### config.mk
export PLATFORM = sky130hd
export DESIGN_NAME = t03_layer_fetch_arbiter
export DESIGN_NICKNAME = d
export VERILOG_FILES = /design/src/rtl/t03_fetch_pkg.sv /design/src/rtl/t03_rr_arbiter3.sv /design/src/rtl/t03_layer_fetch_arbiter.sv
export SDC_FILE = /design/constraint.sdc
export NUM_CORES = 1
export LEC_CHECK = 0
export CORE_MARGIN = 2
export CORE_UTILIZATION = 48
export DETAILED_ROUTE_END_ITERATION = 6
export PLACE_DENSITY = 0.91
export SETUP_SLACK_MARGIN = 0.5
export SLEW_MARGIN = 20
export SYNTH_ARGS = -nofsm -noshare
export SYNTH_HDL_FRONTEND = slang
export SYNTH_SLANG_ARGS = --single-unit
### constraint.sdc
create_clock -name clk -period 3 [get_ports clk]
set_clock_uncertainty 0.1 [all_clocks]
set_input_delay 0.6 -clock clk [delete_from_list [all_inputs] [get_ports clk]]
set_output_delay 0.6 -clock clk [all_outputs]
set_load 0.03 [all_outputs]
### src/rtl/t03_fetch_pkg.sv
// Layer fetch arbiter shared types.
// FSM states, requester IDs and pointer helper.
package t03_fetch_pkg;

  typedef enum logic [1:0] {
    IDLE  = 2'd0,
    ISSUE = 2'd1,
    READ  = 2'd2
  } state_t;

  localparam int N_REQ = 3;

  localparam logic [1:0] REQ_P1   = 2'd0;
  localparam logic [1:0] REQ_P2   = 2'd1;
  localparam logic [1:0] REQ_TEXT = 2'd2;

  function automatic logic [1:0] next_ptr(input logic [1:0] id);
    return (id >= REQ_TEXT) ? REQ_P1 : id + 2'd1;
  endfunction

endpackage

### src/rtl/t03_rr_arbiter3.sv
// Three-way round-robin winner picker.
// Search starts at ptr and wraps; idle requesters skipped.
module t03_rr_arbiter3
  import t03_fetch_pkg::*;
(
  input  logic [2:0] req,
  input  logic [1:0] ptr,
  output logic [2:0] gnt,
  output logic [1:0] gnt_id,
  output logic       any
);

  logic [1:0] c0;
  logic [1:0] c1;
  logic [1:0] c2;

  // walk the three candidates in pointer order
  always_comb begin
    c0     = (ptr > REQ_TEXT) ? REQ_P1 : ptr;
    c1     = next_ptr(c0);
    c2     = next_ptr(c1);
    gnt_id = REQ_P1;
    if (req[c0])      gnt_id = c0;
    else if (req[c1]) gnt_id = c1;
    else if (req[c2]) gnt_id = c2;
    any = |req;
    gnt = any ? (3'b001 << gnt_id) : 3'b000;
  end

endmodule

### src/rtl/t03_layer_fetch_arbiter.sv
// Shared sprite/glyph memory fetch arbiter.
// Three requesters, one read in flight, 3-cycle grant cadence.
module t03_layer_fetch_arbiter
  import t03_fetch_pkg::*;
#(
  parameter int ADDR_W = 12,
  parameter int DATA_W = 8
) (
  input  logic                  clk,
  input  logic                  nrst,
  input  logic                  fetch_en,
  input  logic                  frame_start,
  input  logic [2:0]            req_valid,
  input  logic [3*ADDR_W-1:0]   req_addr,
  output logic [2:0]            req_ready,
  output logic [2:0]            rsp_valid,
  output logic [DATA_W-1:0]     rsp_data,
  output logic                  mem_ren,
  output logic [ADDR_W-1:0]     mem_addr,
  input  logic [DATA_W-1:0]     mem_rdata,
  output logic                  busy,
  output logic [15:0]           fetch_cnt
);

  state_t            state_q;
  logic [1:0]        ptr_q;
  logic [1:0]        w_q;
  logic [15:0]       cnt_q;
  logic [2:0]        gnt;
  logic [1:0]        gnt_id;
  logic              any;
  logic              grant;
  logic [ADDR_W-1:0] sel_addr;

  t03_rr_arbiter3 u_arb (
    .req    (req_valid),
    .ptr    (ptr_q),
    .gnt    (gnt),
    .gnt_id (gnt_id),
    .any    (any)
  );

  assign grant     = (state_q == IDLE) && fetch_en && any;
  assign sel_addr  = req_addr[gnt_id*ADDR_W +: ADDR_W];
  assign busy      = (state_q != IDLE);
  assign fetch_cnt = cnt_q;

  // transaction sequencer: grant, issue read, return data
  always_ff @(posedge clk or negedge nrst) begin
    if (!nrst) begin
      state_q   <= IDLE;
      w_q       <= REQ_P1;
      req_ready <= '0;
      rsp_valid <= '0;
      rsp_data  <= '0;
      mem_ren   <= 1'b0;
      mem_addr  <= '0;
    end else begin
      rsp_valid <= '0;
      case (state_q)
        IDLE: begin
          if (grant) begin
            state_q   <= ISSUE;
            w_q       <= gnt_id;
            mem_addr  <= sel_addr;
            mem_ren   <= 1'b1;
            req_ready <= gnt;
          end
        end
        ISSUE: begin
          state_q   <= READ;
          mem_ren   <= 1'b0;
          req_ready <= '0;
        end
        READ: begin
          state_q   <= IDLE;
          rsp_data  <= mem_rdata;
          rsp_valid <= 3'b001 << w_q;
        end
        default: state_q <= IDLE;
      endcase
    end
  end

  // fairness pointer and per-frame grant count; frame clear wins
  always_ff @(posedge clk or negedge nrst) begin
    if (!nrst) begin
      ptr_q <= REQ_P1;
      cnt_q <= '0;
    end else if (frame_start) begin
      ptr_q <= REQ_P1;
      cnt_q <= '0;
    end else if (grant) begin
      ptr_q <= next_ptr(gnt_id);
      if (cnt_q != 16'hFFFF) cnt_q <= cnt_q + 16'd1;
    end
  end

endmodule

# Word level (Yosys, flattened, before mapping)

Index checks and enable logic that the tools add are counted.

Equal/unequal tests: 4
Add/sub/neg operators: 4
Reductions and logical operators: 11
Magnitude comparators: 7
Multipliers: 1
Mux-type cells: 26
Shifts and indexed selects: 3

Operator list:

| operator                | count |
|---|---|
| $mux W16                | 3 |
| $shiftx A36 B7 Y12      | 1 |
| $mux W2                 | 10 |
| $add A16 B1 Y16 const B | 1 |
| $ne A16 B16 Y1 const B  | 1 |
| $lt A2 B3 Y1 const B    | 3 |
| $mux W3                 | 3 |
| $reduce_bool A2 Y1      | 4 |
| $add A2 B1 Y2 const B   | 3 |
| $bmux W1 S2             | 3 |
| $ge A2 B2 Y1 const B    | 3 |
| $pmux W3 S2             | 1 |
| $reduce_and A2 Y1       | 3 |
| $shl A1 B2 Y3 const A   | 2 |
| $mul A2 B2 Y4 const B   | 1 |
| $mux W1                 | 4 |
| $pmux W2 S2             | 1 |
| $reduce_or A3 Y1        | 1 |
| $eq A2 B1 Y1 const B    | 1 |
| $eq A2 B2 Y1 const B    | 1 |
| $gt A2 B2 Y1 const B    | 1 |
| $logic_and A1 B1 Y1     | 2 |
| $logic_not A2 Y1        | 1 |
| $ne A2 B2 Y1 const B    | 1 |
| $pmux W1 S2             | 1 |

Word-level logic and storage cells: 65
Output and inout bits: 44
Flip-flop bits (word level): 49
Input bits: 51

# Depth between registers and ports, before layout

Word-level depth: 15
Mapped depth: 9
Mapped depth without buffers: 7

# Modules after synthesis

Synthesis repeated with hierarchy kept, for this count alone.

Cell total of the unflattened synthesis: 290
Area, all modules: 2630.0 sq um

By module, submodules not included:

| module                  | area an instance (sq um) | sequential area each (sq um) | instances | cells each |
|---|---|---|---|---|
| t03_layer_fetch_arbiter | 2388.5                   | 1226.2                       | 1         | 255 |
| t03_rr_arbiter3         | 241.5                    | 0.0                          | 1         | 35 |

# Least setup slack after synthesis

No wires, ideal clock.

Path kind: input to register
Start point: in fetch_en
End point: reg cnt_q[14] (netlist: fetch_cnt[14])
Cell stages on the path: 7
Data required time: 2822 ps
Arrival time: 1949 ps
Setup time: 78 ps
Setup slack: 872 ps
Buffers on the path: 1
Cells stage by stage: or3b_1 -> or2_1 -> buf_6 -> clkinv_4 -> a21oi_2 -> or4_1 -> a21oi_1

Longest elaborated chain between the ends: 4

Ends and longest elaborated chain:

| what                                | RTL line                      | text |
|---|---|---|
| start, declared                     | t03_layer_fetch_arbiter.sv:11 | `input logic fetch_en,` |
| $logic_and A1 B1 Y1 (2 in a row)    | t03_layer_fetch_arbiter.sv:43 | `assign grant = (state_q == IDLE) && fetch_en && any;` |
| $reduce_bool A2 Y1 (no source line) | n/a                           |  |
| $reduce_and A2 Y1 (no source line)  | n/a                           |  |
| end signal, assigned                | t03_layer_fetch_arbiter.sv:95 | `if (cnt_q != 16'hFFFF) cnt_q <= cnt_q + 16'd1;` |
| end, declared                       | t03_layer_fetch_arbiter.sv:28 | `logic [15:0] cnt_q;` |

Every way passes these cells.
A chain may end at the register's enable or synchronous reset.

# Worst setup path after layout

Start point: in req_valid[2]
End point: reg ptr_q[1]

Longest elaborated chain between the ends: 9
Elaborated cells between the ends (all ways): 17
Those cells by class: add/sub: 1; order compare: 1; mux: 12; reduce/logical: 3

Ends and longest elaborated chain:

| what                                                 | RTL line                      | text |
|---|---|---|
| start, declared                                      | t03_layer_fetch_arbiter.sv:13 | `input logic [2:0] req_valid,` |
| $bmux W1 S2                                          | t03_rr_arbiter3.sv:25         | `else if (req[c2]) gnt_id = c2;` |
| $mux W1 (implied by the code)                        | t03_rr_arbiter3.sv:25         |  |
| $mux W2                                              | t03_rr_arbiter3.sv:25         |  |
| $mux W2                                              | t03_rr_arbiter3.sv:24         | `else if (req[c1]) gnt_id = c1;` |
| $mux W2                                              | t03_rr_arbiter3.sv:23         | `if (req[c0]) gnt_id = c0;` |
| $add A2 B1 Y2 / $ge A2 B2 Y1 (equally long branches) | t03_fetch_pkg.sv:18           | `return (id >= REQ_TEXT) ? REQ_P1 : id + 2'd1;` |
| $mux W2                                              | t03_fetch_pkg.sv:18           |  |
| $mux W2                                              | t03_layer_fetch_arbiter.sv:93 | `end else if (grant) begin` |
| $mux W2                                              | t03_layer_fetch_arbiter.sv:90 | `end else if (frame_start) begin` |
| end signal, assigned                                 | t03_layer_fetch_arbiter.sv:94 | `ptr_q <= next_ptr(gnt_id);` |
| end, declared                                        | t03_layer_fetch_arbiter.sv:26 | `logic [1:0] ptr_q;` |

Parallel ways exist; a longest one is shown, timed or not. The select of a mux whose other input is x is not followed.

==> results.md <==
- Starting Density: 0.500
- RR Endpoint: ptr_q[1]
- Post-Syn Instances: 274
- # Max-Cap Violations: 0
- Netlist Area Pre-Place: 0.00259 mm²
- IO buf count: 94
- Final std cells w/o fill: 436
- Post-synthesis register bit count: 49
- Postcts setup bufs: 0
- Unrepaired setup endpoints after global routing: yes
- Layout cells sized above 1: 0.0792
- CTS Buf Count: 5
- Distinct cell type count after synthesis: 45
- Final period utilization: 0.823
- Worst setup path start: req_valid[2]
- CTS max path bufs: 2
- Dpl cells: 428
- Max-slew headroom: 0.550
- Vias in the first global route: 2,488
- Final TNS setup: 0 ns
- Post-route ant nets: 0
- Startpoint types: input pin
- CTS sink cnt: 49
- Cell Rows: 26
- CTS tree: yes
- Fmax: 0.405 GHz
- Crit path required time: 3.13 ns
- Routed len/inst: 15.2 µm
- Clk_lat worst skew: 0.31 ns
- RR Startpoint: ptr_q[1]
- Worst-margin pin slew: 0.674 ns
- Die height: 77.4 µm
- Drt first pass iters: 4
- Sequential share of the synthesized area: 0.474
- EDFF count, synth: 0
- # setup viols final: 0
- Initial drt markers: 118
- Initial antenna violation count: 0
- Status: finished, final reports clean
- ANT cells: 0
- CP Cell Sequence: clkdlybuf4s50_1 > mux2i_1 > o22ai_1 > mux2i_1 > or3b_2 > a21oi_1
- Worst path arrival time: 2.60 ns
- Total grt overflow: 0
- Most common cell after layout, fill and taps aside: clkdlybuf4s50_1
- First-pass GRT wire length: 11,100 µm
- Worst r2r path cells: 7
- CP max FO: 7
- Class of the worst hold path: in -> async
- Avg Inst Size Synth: 9.45 µm²
- PD cells: 599 mW/mm²
- CP Class: in -> reg
- Via-per-instance ratio: 5.64
- Slowest stage cell, crit path: clkdlybuf4s50_1
- Die Area: 0.00600 mm²
- H-tree depth: 2
- Clock transition at path regs: 0.09 ns
- Cell mode on critical path: mux2i_1
- Core area: 0.00517 mm²
- Most frequent cells in the layout: clkdlybuf4s50_1, nand2_1, dfrtp_1, nor2_1, mux2i_1
- Max Slew Vio Count: 0
- Leakage: 1.60 nW
- DR vias: 2,457
- Setup crit end kind: register
- DRC Markers: 0
- # hold bufs at CTS: 0
- Die Wd: 77.4 µm
- Root buf cell: clkbuf_8
- Area delta synth->final: 43.8%
- Placer Congestion: 0.771
- Routed WL: 6630 µm
- Most common flop cell mapped by yosys: dfrtp_1
- Min cycle time layout: 2.47 ns
- Nets: 421
- VDD IR max: 0.348 mV
- Final Hold Viols: 0
- Post-CTS Resized: 0
- Reg2Reg Setup Slack: 0.62 ns
- Largest net degree at the start of global routing: 33
- CP max stage delay: 0.62 ns
- Yosys warns: 0
- I/O pin cnt: 95
- DP HPWL: 4700 µm
- Fraction of registers with async set/reset: 1.00
- Total GRT Usage: 0.227
- Syn Nets: 329
synth_stat cells, types with 3 or more instances:
master	n	area (µm²)
a21oi_1	11	55.1
a31oi_1	12	75.1
and4_1	3	26.3
buf_2	5	25.0
clkbuf_1	9	33.8
dfrtp_1	49	1230
ha_1	4	50.1
inv_1	5	18.8
mux2i_1	16	160
nand2_1	52	195
nand2b_1	3	18.8
nand3_1	8	40.0
nand4_1	3	18.8
nand4b_1	4	35.0
nor2_1	24	90.1
nor2b_1	3	18.8
o211ai_1	4	30.0
o21ai_0	5	25.0
o2bb2ai_1	12	105
or3_1	3	18.8
xor2_1	9	78.8
flip-flops by register name, summed over array words and instances (netlist names):
name       flops
fetch_cnt     16
mem_addr      12
mem_ren        1
ptr_q          2
req_ready      3
rsp_data       8
rsp_valid      3
state_q        2
w_q            2
metrics by stage:
step	worst slack [ns]	hold WS, ns	utilization	area, µm²	total power, mW
2_1_floorplan	0.872	0.204	-	2590	1.38
3_3_place_gp	0.286	0.358	0.692	3580	1.74
3_5_place_dp	0.175	0.364	0.692	3580	1.77
4_1_cts	0.502	0.121	0.712	3680	2.22
5_1_grt	0.442	0.141	0.720	3720	2.33
6_report	0.531	0.106	0.720	3720	2.23
final cells by class:
type | count | area, µm²
sequential | 49 | 1230
fill | 384 | 1450
inverter | 6 | 27.5
clock inverter | 2 | 35.0
tap | 70 | 87.6
timing repair inverter | 1 | 5.00
clock buffer | 5 | 68.8
timing repair buffer | 99 | 977
multi-input combinational | 204 | 1290
cells by family after synthesis:
group,synth area share
and+or+nand+nor,0.220
AOI/OAI and AO/OA,0.152
DFF,0.474
buffers and inverters,0.0377
muxes,0.0662
xor gates and xnor gates,0.0305
adders and majority gates,0.0193
power by group:
group	total [mW]	leakage, nW	switching (mW)	internal, mW
clock	0.458	0.0540	0.216	0.242
sequential	0.882	0.641	0.0951	0.787
combinational	0.890	0.906	0.503	0.387
critical path, delay by kind of cell:
family,cells,cell delay (ns)
buf+inv,1,0.62
compound gates,2,0.40
mux,2,0.50
simple gates,1,0.49
metal layers:
layer  share of wire  up-vias  GRT usage
met5               0        -          0
met4           0.020        0      0.105
met1            0.44     1192      0.288
li1                -     1160          -
met2            0.49       91      0.385
met3           0.049       14     0.0337
how the worst max path moves through the flow:
| stage | to | slack (ns) | depth (start not counted) |
|---|---|---|---|
| floorplan | fetch_cnt[14] | 0.87 | 7 |
| global placement | fetch_cnt[12] | 0.29 | 7 |
| detailed placement | mem_addr[4] | 0.18 | 8 |
| CTS | mem_addr[4] | 0.50 | 8 |
| global route | ptr_q[1] | 0.44 | 6 |
| finish | ptr_q[1] | 0.53 | 6 |
Power figures use the tool's default switching activity.
